===== src/rtl/sprite_line_eval.sv =====
// sprite_line_eval: per-scanline sprite evaluator.
//
// Walks the sprite attribute RAM once per line_start, lowest index first,
// and writes every sprite that covers the requested line into the next free
// draw slot, up to SLOT_NUM slots.
//
// Optional feature macro: SPRITE_OVERFLOW_SCAN_EN
//   defined   - the scan always covers every entry; the first hit that finds
//               no free slot raises a sticky overflow flag for the line.
//   undefined - the scan stops as soon as the last slot is written and
//               overflow is tied to 0.
//
// Read pipeline for sprite k (cycle 0 = line_start cycle):
//   cycle k+1  address k on ram_addr
//   cycle k+2  ram_rdata holds word k, captured into word_q
//   cycle k+3  hit test on word_q drives slot_wr
//
// Handshake: there is no back-pressure anywhere. line_start is a one-cycle
// request that is always accepted (it restarts a scan in progress),
// slot_wr is a one-cycle strobe the slot file must take in the same cycle,
// and eval_done is a one-cycle pulse after which slot_count/overflow hold
// until the next line_start.
module sprite_line_eval #(
    parameter int SPRITE_NUM = 64,
    parameter int SLOT_NUM   = 8,
    parameter int SPRITE_H   = 16,
    parameter int POS_W      = 10,
    localparam int ADDR_W    = (SPRITE_NUM > 1) ? $clog2(SPRITE_NUM) : 1,
    localparam int IDX_W     = (SLOT_NUM > 1) ? $clog2(SLOT_NUM) : 1,
    localparam int ROW_W     = (SPRITE_H > 1) ? $clog2(SPRITE_H) : 1,
    localparam int CNT_W     = $clog2(SLOT_NUM) + 1
) (
    input  logic              clk,
    input  logic              rstn,
    input  logic              line_start,
    input  logic [POS_W-1:0]  line_y,
    output logic [ADDR_W-1:0] ram_addr,
    input  logic [31:0]       ram_rdata,
    output logic              busy,
    output logic              slot_wr,
    output logic [IDX_W-1:0]  slot_idx,
    output logic [ADDR_W-1:0] slot_sprite,
    output logic [ROW_W-1:0]  slot_row,
    output logic [31:0]       slot_data,
    output logic [CNT_W-1:0]  slot_count,
    output logic              overflow,
    output logic              eval_done,
    output logic [1:0]        dbg_state
);

    localparam int EN_BIT = 28;

    typedef enum logic [1:0] {
        IDLE  = 2'd0,
        SCAN  = 2'd1,
        FLUSH = 2'd2,
        DONE  = 2'd3
    } state_t;

    state_t state_q, state_d;

    // Scan address and the line under evaluation.
    logic [ADDR_W-1:0] addr_q, addr_d;
    logic [POS_W-1:0]  line_q, line_d;
    logic [CNT_W-1:0]  count_q, count_d;

    // Stage 1: a read was issued last cycle, its data is on ram_rdata now.
    logic              rd_pend_q, rd_pend_d;
    logic [ADDR_W-1:0] rd_idx_q, rd_idx_d;

    // Stage 2: captured sprite word being hit-tested this cycle.
    logic              chk_vld_q, chk_vld_d;
    logic [ADDR_W-1:0] chk_idx_q;
    logic [31:0]       word_q;

    // Pipeline kill: restart or early stop throws away in-flight reads.
    logic              kill_pipe;

    // Hit test signals.
    logic [POS_W-1:0]  spr_y;
    logic [POS_W:0]    diff;
    logic              hit_c;
    logic              slot_free_c;
    logic              slot_wr_c;

    // Hit test in POS_W+1 bits: a sprite near the bottom of the coordinate
    // space gives a negative difference (top bit set) instead of wrapping
    // around onto the low lines.
    assign spr_y       = word_q[POS_W +: POS_W];
    assign diff        = {1'b0, line_q} - {1'b0, spr_y};
    assign hit_c       = word_q[EN_BIT] && !diff[POS_W]
                         && (diff < (POS_W+1)'(SPRITE_H));
    assign slot_free_c = (count_q < CNT_W'(SLOT_NUM));
    // A fresh line_start abandons the old line, so a check landing in that
    // same cycle belongs to stale data and must not be written.
    assign slot_wr_c   = chk_vld_q && hit_c && slot_free_c && !line_start;

    // Next-state, address walk, slot counting and pipeline control.
    always_comb begin
        state_d   = state_q;
        addr_d    = addr_q;
        line_d    = line_q;
        count_d   = count_q;
        rd_pend_d = 1'b0;
        rd_idx_d  = rd_idx_q;
        kill_pipe = 1'b0;

        case (state_q)
            IDLE: begin
                state_d = IDLE;
            end
            SCAN: begin
                rd_pend_d = 1'b1;
                rd_idx_d  = addr_q;
                addr_d    = addr_q + ADDR_W'(1);
                if (addr_q == ADDR_W'(SPRITE_NUM - 1)) begin
                    state_d = FLUSH;
                end
            end
            FLUSH: begin
                // Once nothing is outstanding in stage 1, this cycle holds
                // the final check of the line.
                if (!rd_pend_q) begin
                    state_d = DONE;
                end
            end
            DONE: begin
                state_d = IDLE;
            end
            default: begin
                state_d = IDLE;
            end
        endcase

        if (slot_wr_c) begin
            count_d = count_q + CNT_W'(1);
        end

`ifndef SPRITE_OVERFLOW_SCAN_EN
        // Last free slot just got written: nothing more can be stored, so
        // stop scanning and drop whatever reads are still in flight.
        if (slot_wr_c && (count_q == CNT_W'(SLOT_NUM - 1))) begin
            state_d   = DONE;
            addr_d    = '0;
            rd_pend_d = 1'b0;
            kill_pipe = 1'b1;
        end
`endif

        // line_start wins over everything, including a DONE cycle.
        if (line_start) begin
            state_d   = SCAN;
            addr_d    = '0;
            line_d    = line_y;
            count_d   = '0;
            rd_pend_d = 1'b0;
            kill_pipe = 1'b1;
        end

        chk_vld_d = rd_pend_q && !kill_pipe;
    end

    // State, address, line and slot counter registers.
    always_ff @(posedge clk or negedge rstn) begin
        if (!rstn) begin
            state_q <= IDLE;
            addr_q  <= '0;
            line_q  <= '0;
            count_q <= '0;
        end else begin
            state_q <= state_d;
            addr_q  <= addr_d;
            line_q  <= line_d;
            count_q <= count_d;
        end
    end

    // Read pipeline: stage 1 tracks the issued address, stage 2 captures
    // the returned word together with its sprite index.
    always_ff @(posedge clk or negedge rstn) begin
        if (!rstn) begin
            rd_pend_q <= 1'b0;
            rd_idx_q  <= '0;
            chk_vld_q <= 1'b0;
            chk_idx_q <= '0;
            word_q    <= '0;
        end else begin
            rd_pend_q <= rd_pend_d;
            rd_idx_q  <= rd_idx_d;
            chk_vld_q <= chk_vld_d;
            if (rd_pend_q) begin
                word_q    <= ram_rdata;
                chk_idx_q <= rd_idx_q;
            end
        end
    end

`ifdef SPRITE_OVERFLOW_SCAN_EN
    logic ovf_q, ovf_d;

    // Overflow flag: set by the first hit that finds every slot taken,
    // held for the rest of the line, cleared by the next line_start.
    always_comb begin
        ovf_d = ovf_q;
        if (chk_vld_q && hit_c && !slot_free_c) begin
            ovf_d = 1'b1;
        end
        if (line_start) begin
            ovf_d = 1'b0;
        end
    end

    // Overflow flag register.
    always_ff @(posedge clk or negedge rstn) begin
        if (!rstn) begin
            ovf_q <= 1'b0;
        end else begin
            ovf_q <= ovf_d;
        end
    end

    assign overflow = ovf_q;
`else
    assign overflow = 1'b0;
`endif

    assign ram_addr    = addr_q;
    assign busy        = (state_q != IDLE);
    assign eval_done   = (state_q == DONE);
    assign slot_wr     = slot_wr_c;
    assign slot_idx    = count_q[IDX_W-1:0];
    assign slot_sprite = chk_idx_q;
    assign slot_row    = diff[ROW_W-1:0];
    assign slot_data   = word_q;
    assign slot_count  = count_q;
    assign dbg_state   = state_q;

endmodule


===== config.mk =====
export PLATFORM = sky130hd
export DESIGN_NAME = sprite_line_eval
export DESIGN_NICKNAME = d
export VERILOG_FILES = /design/src/rtl/sprite_line_eval.sv
export SDC_FILE = /design/constraint.sdc
export NUM_CORES = 1
export LEC_CHECK = 0
export CORE_MARGIN = 1
export CORE_UTILIZATION = 46
export CTS_CLUSTER_DIAMETER = 120
export DETAILED_ROUTE_END_ITERATION = 8
export GPL_ROUTABILITY_DRIVEN = 0
export PLACE_DENSITY = 0.82
export SLEW_MARGIN = 15
export SYNTH_ARGS = -nofsm -noshare
export SYNTH_HDL_FRONTEND = slang
export SYNTH_SLANG_ARGS = --single-unit

===== constraint.sdc =====
create_clock -name clk -period 3.1 [get_ports clk]
set_input_delay 0.775 -clock clk [delete_from_list [all_inputs] [get_ports clk]]
set_output_delay 0.775 -clock clk [all_outputs]
set_load 0.03 [all_outputs]

==> metrics.md, run 1 <==
| Metric | Value |
|---|---|
| Number of enable flip-flop cells after synthesis | `0` |
| Adder-cell share of the synthesized area | `7.14%` |
| Portion of the post-synthesis area used by sequential elements | `52.2%` |
| Total power of the final layout | `4.66 mW` |
| Remaining antenna violation count | `0` |
| Number of inserted diodes | `0` |
| Overall overflow remaining after global route | `0` |
| Complex-gate fraction of the synthesized area | `roughly 8.3%` |
| Synthesized area | `around 0.0033 mm²` |
| Number of sinks handled by clock tree synthesis | `68` |
| Async set-or-reset flop fraction in the synthesized netlist | `100%` |
| Number of core rows | `30` |
| Worst Path Required | `2.32 ns` |
| Number of distinct library cells after synthesis | `40` |
| Power per cell area | `1000 mW/mm²` |
| Number of global-route vias before repair | `between 2,000 and 2,500` |
| Number of setup violations in the final report | `1` |
| Cell type with the highest aggregate area in the netlist | `sky130_fd_sc_hd__dfrtp_1` |
| Xor/xnor cell area share of the yosys netlist | `2.69%` |
| Total number of vias | `2,426` |
| Endpoint of the worst register-to-register path | `ram_addr[4]` |
| Total global routing track utilization | `20.2%` |
| R2r setup slk | `0.57 ns` |
| Count of endpoints failing hold in the final timing report | `0` |
| Post-synthesis mux area share | `16.1%` |
| Area added between synthesis and finish | `42.8%` |
| Die boundary width | `86.2 µm` |
| Maximum number of pins on one net before global-route repair | `44` |
| Synth top cells by count | `sky130_fd_sc_hd__dfrtp_1 (68), sky130_fd_sc_hd__mux2_2 (44), sky130_fd_sc_hd__inv_1 (19), sky130_fd_sc_hd__nand2_1 (18), sky130_fd_sc_hd__ha_1 (17)` |
| Global-route wire length before repair | `11,400 µm` |
| Final total negative setup slack | `-0.0360 ns` |
| Inserted Clock Buffers | `9` |
| Clock latency on the worst-skew pair | `0.34 ns` |
| Clock root buffer master | `sky130_fd_sc_hd__clkbuf_8` |
| Inst Count DP | `~460` |
| H-tree levels | `3` |
| Synth Flop Type | `sky130_fd_sc_hd__dfrtp_1` |
| Maximum root-to-sink buffer count | `2` |
| Max Freq | `0.319 GHz` |
| Setup repair after global routing missed its margin | `yes` |
| CTS tree | `yes` |
| Maximum fanout count along the critical path | `3` |
| Main combinational cell family by area after synthesis | `multiplexers` |
| Fin Clk Skew | `0.00619 ns` |
| Hold WC Path Type | `input port to asynchronous set/reset pin` |
| Logic depth of the worst register-to-register path | `10` |
| Number of cells produced by synthesis | `roughly 270` |
| Remaining design rule violation count | `0` |
| Final wirelength | `6830 µm` |
| Syn Nets | `334` |
| Max-slew violation total from the final report | `0` |
| Final cell count without fillers | `between 400 and 500` |
| Setup Crit Path Kind | `flip-flop to primary output` |
| Mean instance size in the synthesized netlist | `12.0 µm²` |
| Signal arrival time at the worst endpoint | `roughly 2.4 ns` |
| Number of placed I/O pins | `106` |
| Antenna violations before repair | `0` |
| Cell types with the largest area share after synthesis | `sky130_fd_sc_hd__dfrtp_1 (52%), sky130_fd_sc_hd__mux2_2 (15%), sky130_fd_sc_hd__ha_1 (6.5%)` |
| Core box area | `0.00683 mm²` |
| Proportion of layout cells with a drive suffix above 1 | `23.8%` |
| Slew HR | `53.9%` |
| Share of Yosys cell area claimed by the top area cell type | `a little over half` |
| Detailed-routing iteration count for the pre-antenna-repair pass | `4` |
| DP Wirelength | `4870 µm` |
| Detailed-route wire length per cell | `14.3 µm` |
| Count of input and output buffers | `104` |
| CTS hold repair buffers | `0` |
| Starting density of the core | `~48%` |
| Final worst path period need | `3.14 ns` |
| Failing checks | `negative setup slack` |
| Fraction of the cycle the final worst path needs | `101%` |
| CP endpoint kind | `primary output` |
| Area fraction in and, or, nand and nor cells after synthesis | `9.32%` |
| Starting DRT DRC Count | `40` |
| Net count reported at finish | `between 400 and 500` |
| Count of synthesis-stage warnings from yosys | `0` |
| Worst-case setup margin in the final layout | `-0.0360 ns` |
| Die footprint | `~0.0074 mm²` |
| Seq cells post-synth | `68` |
| Actual slew at the worst max-slew pin | `0.692 ns` |
| Top-count cell post-synth | `sky130_fd_sc_hd__dfrtp_1` |
| Clock-pin slew reported for the worst setup and hold paths after clock tree synthesis | `approximately 0.07 ns` |
| Height of the die | `86.2 µm` |
| R2R Path Start | `slot_data[10]` |
| Setup crit start kind | `flip-flop` |
| Leakage power summed over all cells | `roughly 2.0 nW` |
| Worst vdd rail ir drop | `approximately 0.64 mV` |
| Routed vias/inst | `about 5` |
| Max capacitance violation total | `0` |
| Outcome | `finished, violations left` |
==> worst max-delay path, stage by stage (launching register included) <==
cell and delay [ns]:
sky130_fd_sc_hd__dfrtp_2 0.43, sky130_fd_sc_hd__ha_4 0.18, sky130_fd_sc_hd__fa_2 0.36, sky130_fd_sc_hd__nand2b_4 0.17
sky130_fd_sc_hd__a211oi_2 0.21, sky130_fd_sc_hd__o21ai_2 0.09, sky130_fd_sc_hd__nand3b_1 0.10, sky130_fd_sc_hd__o211ai_2 0.13
sky130_fd_sc_hd__nor3_4 0.21, sky130_fd_sc_hd__buf_6 0.15
==> metrics by stage <==
stage / util (%) / cell area, µm² / setup slack [ns] / hold WS (ns)
after floorplan: - / 3270 / 0.0401 / 0.475
after global placement: 64.6 / 4410 / 0.139 / 0.482
after detailed placement: 64.6 / 4410 / 0.0848 / 0.495
after CTS: 67.9 / 4640 / -0.0854 / 0.444
after global routing: 68.2 / 4660 / -0.163 / 0.480
final: 68.2 / 4660 / -0.0360 / 0.439
==> placed cells by master, fill, tap and decap left out, types with 2 or more instances in the layout <==
cell / instances
sky130_fd_sc_hd__and3_1: 2
sky130_fd_sc_hd__nand2_1: 18
sky130_fd_sc_hd__a21oi_1: 7
sky130_fd_sc_hd__or2_2: 2
sky130_fd_sc_hd__nor3_1: 7
sky130_fd_sc_hd__xor2_1: 6
sky130_fd_sc_hd__nor2_1: 4
sky130_fd_sc_hd__nor3_2: 2
sky130_fd_sc_hd__inv_1: 19
sky130_fd_sc_hd__clkbuf_8: 11
sky130_fd_sc_hd__dfrtp_2: 2
sky130_fd_sc_hd__xnor2_1: 3
sky130_fd_sc_hd__nand3_1: 3
sky130_fd_sc_hd__mux2_2: 44
sky130_fd_sc_hd__dfrtp_1: 66
sky130_fd_sc_hd__nor3_4: 2
sky130_fd_sc_hd__o21ai_0: 13
sky130_fd_sc_hd__a21o_1: 2
sky130_fd_sc_hd__mux2i_1: 3
sky130_fd_sc_hd__nand4_1: 2
sky130_fd_sc_hd__clkinv_2: 2
sky130_fd_sc_hd__nor3b_1: 2
sky130_fd_sc_hd__o21a_1: 2
sky130_fd_sc_hd__o22ai_1: 2
sky130_fd_sc_hd__buf_4: 5
sky130_fd_sc_hd__or3_1: 5
sky130_fd_sc_hd__ha_1: 15
sky130_fd_sc_hd__clkinvlp_4: 2
sky130_fd_sc_hd__clkdlybuf4s50_1: 101
sky130_fd_sc_hd__a21oi_2: 5
sky130_fd_sc_hd__nand2b_1: 3
==> layout make-up <==
cell class                      count  area, µm²
Clock inverter                      4       25.0
Sequential cell                    68       1700
Inverter                           19       71.3
Clock buffer                       11        151
Timing Repair Buffer              110       1090
Tap cell                           96        120
Multi-Input combinational cell    171       1490
Fill cell                         525       2180
==> flip-flops by register name, summed over array words and instances (netlist names) <==
| register | flops |
|---|---|
| rd_idx_q | 6 |
| ram_addr | 6 |
| chk_vld_q | 1 |
| slot_sprite | 6 |
| line_q | 10 |
| rd_pend_q | 1 |
| dbg_state | 2 |
| slot_data | 32 |
| slot_count | 4 |
==> how the worst max path moves through the flow <==
stage                        startpoint  endpoint  slack, ns
after global routing      slot_data[10]   slot_wr      -0.16
after CTS                 slot_data[10]   slot_wr      -0.09
after global placement    slot_data[10]   slot_wr       0.14
after detailed placement  slot_data[10]   slot_wr       0.08
final                     slot_data[10]   slot_wr      -0.04
after floorplan           slot_data[10]   slot_wr       0.04
==> what timing repair did <==
action,4_1_cts,5_1_grt
resized for setup,9,4
setup endpoints to repair,3,1
pin swaps,4,2
endpoints found under the hold margin,0,0
setup buffers,1,0
==> routing by layer <==
layer / track usage (%) / share of wire [%] / up-vias
met1: 23.9 / 41 / 1189
met3: 8.29 / 8.5 / 9
met2: 33.3 / 49 / 76
met4: 6.97 / 1.4 / 0
li1: - / - / 1152
met5: 0 / 0 / -
==> power breakdown <==
group,leakage [nW],switching (mW),internal (mW)
Sequential,0.846,0.230,1.17
Combinational,1.08,1.42,1.18
Clock,0.0872,0.325,0.326
==> cells by family after synthesis <==
group,Yosys count
and+or+nand+nor,55
AOI/OAI and AO/OA,40
DFF,68
xor gates and xnor gates,10
other,1
adders and majority gates,18
buffers and inverters,32
muxes,47
Note: power is estimated with default switching activity, not from simulation.
==> inputs of run 2 (changes only) <==
--- a/config.mk
+++ b/config.mk
@@ -6,11 +6,11 @@
 export NUM_CORES = 1
 export LEC_CHECK = 0
 export CORE_MARGIN = 1
-export CORE_UTILIZATION = 46
+export CORE_UTILIZATION = 42
 export CTS_CLUSTER_DIAMETER = 120
 export DETAILED_ROUTE_END_ITERATION = 8
 export GPL_ROUTABILITY_DRIVEN = 0
-export PLACE_DENSITY = 0.82
+export PLACE_DENSITY = 0.79
 export SLEW_MARGIN = 15
 export SYNTH_ARGS = -nofsm -noshare
 export SYNTH_HDL_FRONTEND = slang
==> constraint.sdc (replaced) <==
create_clock -name clk -period 2.6 [get_ports clk]
set_input_delay 0.65 -clock clk [delete_from_list [all_inputs] [get_ports clk]]
set_output_delay 0.65 -clock clk [all_outputs]
set_load 0.03 [all_outputs]
==> run 2 against run 1 <==
  * The flow still finishes with violations (negative setup slack)
  * Via count increased by 1.0%
  * Setup slack got worse by 0.47 ns
  * Utilization decreased by 2.5 points
  * Critical endpoint unchanged
  * Sequential power increased by 19%
  * Largest cell class unchanged
  * Largest power group unchanged
  * Die area increased by 9.3%
  * Non-clock buffer count increased by 11
  * Routed wire length increased by 8.6%
  * First-iteration DRC count increased by 23%
  * Cell count increased by 3.1%
  * Final area increased by 4.0%
  * Flip-flop and latch count unchanged
  * Worst hold slack got worse by 0.16 ns
==> metrics.md, run 2 (synthesis gave the netlist of run 1 again) <==
| Metric | Value |
|---|---|
| Outcome | `finished, violations left (unchanged)` |
| Failing checks | `negative setup slack (unchanged)` |
| Remaining antenna violation count | `0 (unchanged)` |
| R2r setup slk | `-0.07 ns (was 0.57 ns)` |
| Sequential cell area in the final layout | `0.00171 mm² (was 0.00170 mm²)` |
| Most frequent standard cell in the layout excluding fill and tap cells | `sky130_fd_sc_hd__clkdlybuf4s50_1 (unchanged)` |
| Number of global-route vias before repair | `2,712 (was 2,492)` |
| Signal arrival time at the worst endpoint | `2.45 ns (was 2.36 ns)` |
| Endpoint of the worst register-to-register path | `dbg_state[0] (was ram_addr[4])` |
| Max-slew violation total from the final report | `0 (unchanged)` |
| Starting DRT DRC Count | `49 (was 40)` |
| Clock latency on the worst-skew pair | `0.34 ns (about the same)` |
| Logic depth of the worst register-to-register path | `12 (was 10)` |
| Hold WC Path Type | `input port to asynchronous set/reset pin (unchanged)` |
| Number of inserted diodes | `0 (unchanged)` |
| CP endpoint | `slot_wr (unchanged)` |
| DP Wirelength | `5280 µm (was 4870 µm)` |
| CTS tree | `yes (unchanged)` |
| Worst Setup Slack post-DPL | `-0.175 ns (was 0.0848 ns)` |
| Net switching fraction of the power | `41.9% (was 42.5%)` |
| Power per cell area | `1220 mW/mm² (was 1000 mW/mm²)` |
| CP peak stage delay | `0.42 ns (was 0.43 ns)` |
| Detailed-routing iteration count for the pre-antenna-repair pass | `4 (unchanged)` |
| Core box area | `0.00737 mm² (was 0.00683 mm²)` |
| Detailed-route wire length per cell | `15.0 µm (was 14.3 µm)` |
| H-tree levels | `3 (unchanged)` |
| CP endpoint kind | `primary output (unchanged)` |
| Slowest stage cell on the critical path | `sky130_fd_sc_hd__dfrtp_2 (unchanged)` |
| Fraction of the cycle the final worst path needs | `119%` |
| Commonest cells after routing, fill and taps aside | `sky130_fd_sc_hd__clkdlybuf4s50_1 (99), sky130_fd_sc_hd__dfrtp_1 (63), sky130_fd_sc_hd__mux2_2 (44), sky130_fd_sc_hd__inv_1 (19), sky130_fd_sc_hd__nand2_1 (17) (was sky130_fd_sc_hd__clkdlybuf4s50_1 (101), sky130_fd_sc_hd__dfrtp_1 (66), sky130_fd_sc_hd__mux2_2 (44), sky130_fd_sc_hd__inv_1 (19), sky130_fd_sc_hd__nand2_1 (18))` |
| Die footprint | `0.00812 mm² (was 0.00743 mm²)` |
| Combinational share of power | `56.0% (was 55.9%)` |
| Power share of the clock group | `15.9% (was 14.0%)` |
| Fin Clk Skew | `0.00697 ns (was 0.00619 ns)` |
| Number of placed I/O pins | `106 (unchanged)` |
| Die boundary width | `90.1 µm (was 86.2 µm)` |
| Number of sinks handled by clock tree synthesis | `68 (unchanged)` |
| Clock root buffer master | `sky130_fd_sc_hd__clkbuf_8 (unchanged)` |
| Height of the die | `90.1 µm (was 86.2 µm)` |
| Number of setup violations in the final report | `11 (was 1)` |
| Setup crit start kind | `flip-flop (unchanged)` |
| Final worst path period need | `3.10 ns` |
| Max Freq | `0.322 GHz` |
| Count of input and output buffers | `104 (unchanged)` |
| Antenna violations before repair | `0 (unchanged)` |
| Leakage power summed over all cells | `2.12 nW (was 2.02 nW)` |
| Total number of vias | `2,451 (was 2,426)` |
| R2R Path Start | `slot_data[11] (was slot_data[10])` |
| Number of core rows | `31 (was 30)` |
| Starting density of the core | `44.2% (was 47.7%)` |
| Worst setup startpoint | `slot_data[10] (unchanged)` |
| Total global routing track utilization | `20.1% (was 20.2%)` |
| Maximum number of pins on one net before global-route repair | `48 (was 44)` |
| Final cell count without fillers | `494 (was 479)` |
| Proportion of layout cells with a drive suffix above 1 | `28.4% (was 23.8%)` |
| Cell chain of the critical path | `ha_4 -> fa_2 -> nand2b_4 -> a21oi_2 -> xor2_1 -> nor3_2 -> o2111ai_4 -> nor3_4 -> buf_6 (was ha_4 -> fa_2 -> nand2b_4 -> a211oi_2 -> o21ai_2 -> nand3b_1 -> o211ai_2 -> nor3_4 -> buf_6)` |
| Slew HR | `58.5% (was 53.9%)` |
| Inserted Clock Buffers | `9 (unchanged)` |
| Setup repair after global routing missed its margin | `yes (unchanged)` |
| Reported net switching power | `2.48 mW (was 1.98 mW)` |
| Tightest hold margin | `0.276 ns (was 0.439 ns)` |
| Inst Count DP | `474 (was 463)` |
| Flip-flop count of the largest register, all copies and words added | `32 (unchanged)` |
| Clock-pin slew reported for the worst setup and hold paths after clock tree synthesis | `0.07 ns (about the same)` |
| Final wirelength | `7420 µm (was 6830 µm)` |
| Worst vdd rail ir drop | `0.616 mV (was 0.639 mV)` |
| Internal Pwr Total | `3.44 mW (was 2.68 mW)` |
| Worst Path Required | `1.95 ns (was 2.32 ns)` |
| Multi-input combinational cell area | `0.00154 mm² (was 0.00149 mm²)` |
| Layout fillers | `542 (was 525)` |
| Setup Crit Path Kind | `flip-flop to primary output (unchanged)` |
| Remaining design rule violation count | `0 (unchanged)` |
| Max capacitance violation total | `0 (unchanged)` |
| Seq pwr share | `28.1% (was 30.1%)` |
| Routed vias/inst | `4.96 (was 5.06)` |
| Area added between synthesis and finish | `48.5% (was 42.8%)` |
| CTS hold repair buffers | `0 (unchanged)` |
| Worst-case setup margin in the final layout | `-0.504 ns (was -0.0360 ns)` |
| Maximum fanout count along the critical path | `3 (unchanged)` |
| Count of endpoints failing hold in the final timing report | `0 (unchanged)` |
| Maximum root-to-sink buffer count | `2 (unchanged)` |
| Net count reported at finish | `453 (was 442)` |
| Actual slew at the worst max-slew pin | `0.622 ns (was 0.692 ns)` |
| Global-route wire length before repair | `13,000 µm (was 11,400 µm)` |
| Overall overflow remaining after global route | `0 (unchanged)` |
-- run 2: changes by cell type in the layout (fill, tap and decap cells not counted), moves of 2 or more --
cell	before	now
sky130_fd_sc_hd__o21ai_1	1	4
sky130_fd_sc_hd__buf_6	1	3
sky130_fd_sc_hd__nor3_1	7	5
sky130_fd_sc_hd__clkdlybuf4s50_1	101	99
sky130_fd_sc_hd__buf_4	5	15
sky130_fd_sc_hd__o21ai_0	13	11
sky130_fd_sc_hd__clkbuf_8	11	13
sky130_fd_sc_hd__dfrtp_2	2	5
sky130_fd_sc_hd__dfrtp_1	66	63
-- run 2: routing by layer --
metal / part of all wire (%) / global-route usage, %
met5: 0 / 0
met4: 2.0 / 7.93
met2: 49 / 33.6
met3: 6.5 / 6.26
met1: 43 / 24.3
-- run 2: through the flow --
step	total power [mW]	setup TNS (ns)	util, %	instance area [µm²]
2_1_floorplan	3.65	-0.160	-	3310
3_3_place_gp	4.80	-0.0537	61.2	4510
3_5_place_dp	4.89	-0.277	61.2	4510
4_1_cts	5.90	-0.475	64.6	4760
5_1_grt	6.28	-2.24	65.7	4840
6_report	5.92	-0.807	65.7	4840
-- run 2: worst max-delay path, delay by kind of cell (launching register included) --
kind                       cells  cell delay [ns]
xor gates and xnor gates       1             0.10
and+or+nand+nor                3             0.62
buffers and inverters          1             0.16
AOI/OAI and AO/OA              2             0.32
adders and majority gates      2             0.49
DFF                            1             0.42
-- run 2: timing repair --
item	CTS	global route
buffers inserted	0	4
pin swaps	4	6
resized for setup	12	12
endpoints found under the setup margin	13	12
hold endpoints to repair	0	0
-- run 2: power groups by stage --
stage | combinational (mW) | clock [mW] | sequential, mW
after global routing | 3.54 | 1.01 | 1.73
after floorplan | 1.44 | 0 | 2.21
final | 3.31 | 0.942 | 1.66
after global placement | 3.14 | 0 | 1.66
after detailed placement | 3.20 | 0 | 1.69
after CTS | 3.26 | 0.968 | 1.67
-- run 2: worst min path at each step --
stage / startpoint / end / slack, ns / depth (start not counted)
5_1_grt: rstn / slot_data[14] / 0.31 / 1
3_3_place_gp: rd_idx_q[3] / rd_idx_q[3] / 0.48 / 1
6_report: rstn / slot_data[14] / 0.28 / 1
3_5_place_dp: rd_idx_q[3] / rd_idx_q[3] / 0.49 / 1
2_1_floorplan: rstn / chk_vld_q / 0.35 / 0
4_1_cts: rstn / slot_data[14] / 0.28 / 1
-- run 2: area by class of cell --
cell class / instances / share of cell area [%]
Clock buffer: 13 / 3.70
Inverter: 19 / 1.47
Sequential cell: 68 / 35.3
Tap cell: 99 / 2.56
Multi-Input combinational cell: 171 / 31.8
Clock inverter: 3 / 0.879
Timing Repair Buffer: 121 / 24.3
==> inputs of run 3 (changes only) <==
--- a/config.mk
+++ b/config.mk
@@ -10,7 +10,8 @@
 export CTS_CLUSTER_DIAMETER = 120
 export DETAILED_ROUTE_END_ITERATION = 8
 export GPL_ROUTABILITY_DRIVEN = 0
-export PLACE_DENSITY = 0.79
+export GPL_TIMING_DRIVEN = 0
+export PLACE_DENSITY = 0.88
 export SLEW_MARGIN = 15
 export SYNTH_ARGS = -nofsm -noshare
 export SYNTH_HDL_FRONTEND = slang
==> run 3 against run 2 <==
  * The flow still finishes with violations (negative setup slack)
  * First-iteration DRC count increased by 6.1%
  * Flip-flop and latch count is the same
  * Largest cell class unchanged
  * Setup slack gained 0.066 ns
  * Global-route usage fell by 0.33 points
  * Worst hold slack got worse by 0.038 ns
  * Cell count is 0.61% higher
==> metrics.md, run 3 (synthesis gave the netlist of run 1 again) <==
| Metric | Value |
|---|---|
| Outcome | `finished, violations left (unchanged)` |
| Failing checks | `negative setup slack (unchanged)` |
| Sequential cell area in the final layout | `0.00171 mm² (about the same)` |
| Non-Filler Cell Area, Final | `0.00487 mm² (was 0.00484 mm²)` |
| Number of sinks handled by clock tree synthesis | `68 (unchanged)` |
| CP endpoint kind | `primary output (unchanged)` |
| Fraction of the cycle the final worst path needs | `117% (was 119%)` |
| Proportion of layout cells with a drive suffix above 1 | `27.1% (was 28.4%)` |
| Worst Path Required | `1.95 ns (about the same)` |
| Fin Clk Skew | `0.00596 ns (was 0.00697 ns)` |
| Number of global-route vias before repair | `2,753 (was 2,712)` |
| Flip-flop count of the largest register, all copies and words added | `32 (unchanged)` |
| Routed vias/inst | `4.95 (was 4.96)` |
| Clock latency on the worst-skew pair | `0.34 ns (about the same)` |
| Number of inserted diodes | `0 (unchanged)` |
| DP Wirelength | `5340 µm (was 5280 µm)` |
| Finished Core Util | `66.1% (was 65.7%)` |
| Setup crit start kind | `flip-flop (unchanged)` |
| Count of endpoints failing hold in the final timing report | `0 (unchanged)` |
| Overall overflow remaining after global route | `0 (unchanged)` |
| Height of the die | `90.1 µm (unchanged)` |
| Starting density of the core | `44.2% (unchanged)` |
| Number of placed I/O pins | `106 (unchanged)` |
| Starting DRT DRC Count | `52 (was 49)` |
| Worst vdd rail ir drop | `0.691 mV (was 0.616 mV)` |
| Cell area after placement | `0.00448 mm² (was 0.00451 mm²)` |
| Count of input and output buffers | `103 (was 104)` |
| Inserted Clock Buffers | `9 (unchanged)` |
| Clock-pin slew reported for the worst setup and hold paths after clock tree synthesis | `0.07 ns (about the same)` |
| Core box area | `0.00737 mm² (unchanged)` |
| Actual slew at the worst max-slew pin | `0.612 ns (was 0.622 ns)` |
| Number of setup violations in the final report | `2 (was 11)` |
| Max capacitance violation total | `0 (unchanged)` |
| Max-slew violation total from the final report | `0 (unchanged)` |
| Final worst path period need | `3.04 ns (was 3.10 ns)` |
| Maximum number of pins on one net before global-route repair | `38 (was 48)` |
| Total global routing track utilization | `19.8% (was 20.1%)` |
| Total power of the final layout | `6.10 mW (was 5.92 mW)` |
| Net count reported at finish | `456 (was 453)` |
| Slew HR | `59.2% (was 58.5%)` |
| Tightest hold margin | `0.238 ns (was 0.276 ns)` |
| Detailed-routing iteration count for the pre-antenna-repair pass | `4 (unchanged)` |
| CTS hold repair buffers | `0 (unchanged)` |
| Global-route wire length before repair | `12,900 µm (was 13,000 µm)` |
| Area added between synthesis and finish | `49.4% (was 48.5%)` |
| Layout fillers | `550 (was 542)` |
| Die boundary width | `90.1 µm (unchanged)` |
| Leakage power summed over all cells | `2.11 nW (was 2.12 nW)` |
| Antenna violations before repair | `0 (unchanged)` |
| Commonest cells after routing, fill and taps aside | `sky130_fd_sc_hd__clkdlybuf4s50_1 (98), sky130_fd_sc_hd__dfrtp_1 (64), sky130_fd_sc_hd__mux2_2 (44), sky130_fd_sc_hd__inv_1 (18), sky130_fd_sc_hd__nand2_1 (18) (was sky130_fd_sc_hd__clkdlybuf4s50_1 (99), sky130_fd_sc_hd__dfrtp_1 (63), sky130_fd_sc_hd__mux2_2 (44), sky130_fd_sc_hd__inv_1 (19), sky130_fd_sc_hd__nand2_1 (17))` |
| Hold WC Path Type | `input port to asynchronous set/reset pin (unchanged)` |
| Setup Crit Path Kind | `flip-flop to primary output (unchanged)` |
| Maximum fanout count along the critical path | `3 (unchanged)` |
| Detailed-route wire length per cell | `15.2 µm (was 15.0 µm)` |
| Die footprint | `0.00812 mm² (unchanged)` |
| Setup repair after global routing missed its margin | `yes (unchanged)` |
| CTS tree | `yes (unchanged)` |
| Remaining design rule violation count | `0 (unchanged)` |
| Remaining antenna violation count | `0 (unchanged)` |
| Number of core rows | `31 (unchanged)` |
| Worst-case setup margin in the final layout | `-0.437 ns (was -0.504 ns)` |
| Final wirelength | `7570 µm (was 7420 µm)` |
| Multi-input combinational cell area | `0.00154 mm² (about the same)` |
| Clock root buffer master | `sky130_fd_sc_hd__clkbuf_8 (unchanged)` |
| Signal arrival time at the worst endpoint | `2.39 ns (was 2.45 ns)` |
| Maximum root-to-sink buffer count | `2 (unchanged)` |
| Power per cell area | `1250 mW/mm² (was 1220 mW/mm²)` |
| Max Freq | `0.329 GHz (was 0.322 GHz)` |
| Total number of vias | `2,458 (was 2,451)` |
| H-tree levels | `3 (unchanged)` |
| Most frequent standard cell in the layout excluding fill and tap cells | `sky130_fd_sc_hd__clkdlybuf4s50_1 (unchanged)` |
-- run 3: changes by cell type in the layout (fill, tap and decap cells not counted), sizes merged --
cell,delta
clkbuf,+1
clkinv,+1
clkdlybuf4s50,-1
bufinv,+2
-- run 3: area by class of cell --
| type | instances | area share [%] |
|---|---|---|
| multi-input cells | 171 | 31.7 |
| inverters | 19 | 1.46 |
| flip-flops and latches | 68 | 35.0 |
| clock buffers | 10 | 2.82 |
| plain buffers | 13 | 1.31 |
| clock inverters | 6 | 2.29 |
| repair buffers | 111 | 22.9 |
| well taps | 99 | 2.54 |
-- run 3: final timing paths --
path / start / slack, ns / cells after the start / to
min: rstn / 0.24 / 1 / slot_data[14]
max reg2reg: slot_data[10] / -0.06 / 12 / dbg_state[0]
max in group asynchronous: rstn / 1.82 / 2 / slot_sprite[4]
min in group clk: rd_idx_q[0] / 0.51 / 1 / slot_sprite[0]
max: slot_data[10] / -0.44 / 9 / slot_wr
min reg2reg: rd_idx_q[0] / 0.51 / 1 / slot_sprite[0]
-- run 3: critical path, stage by stage, from the launching register on --
cell                        delay, ns
sky130_fd_sc_hd__dfrtp_2         0.42
sky130_fd_sc_hd__ha_4            0.18
sky130_fd_sc_hd__fa_2            0.34
sky130_fd_sc_hd__nand2b_4        0.18
sky130_fd_sc_hd__a21oi_4         0.13
sky130_fd_sc_hd__xor2_1          0.10
sky130_fd_sc_hd__nor3_2          0.23
sky130_fd_sc_hd__o2111ai_4       0.17
sky130_fd_sc_hd__nor3_4          0.14
sky130_fd_sc_hd__buf_6           0.15
-- run 3: timing repair --
| action | CTS | global route |
|---|---|---|
| setup endpoints to repair | 4 | 13 |
| endpoints found under the hold margin | 0 | 0 |
| gates resized for setup | 24 | 11 |
| setup buffers | 4 | 3 |
| pin swaps | 6 | 7 |
-- run 3: per-layer routing --
layer	GRT usage [%]	wire length, µm	up-vias
li1	-	-	1177
met1	23.4	3250	1196
met2	34.2	3800	75
met3	5.41	392	10
met4	7.66	122	0
met5	0	0	-
-- run 3: power breakdown --
| part | total, mW | leakage, nW | switching (mW) | internal [mW] |
|---|---|---|---|---|
| clock | 1.08 | 0.122 | 0.414 | 0.663 |
| sequential | 1.62 | 0.844 | 0.223 | 1.40 |
| combinational | 3.40 | 1.14 | 1.88 | 1.51 |
| total | 6.10 | 2.11 | 2.52 | 3.58 |
-- run 3: metrics by stage --
step / TNS (ns) / cells / setup WS, ns
2_1_floorplan: -0.160 / 271 / -0.160
3_3_place_gp: -93.13 / 473 / -1.59
3_5_place_dp: -0.743 / 474 / -0.727
4_1_cts: -0.444 / 494 / -0.444
5_1_grt: -0.781 / 497 / -0.548
6_report: -0.497 / 497 / -0.437
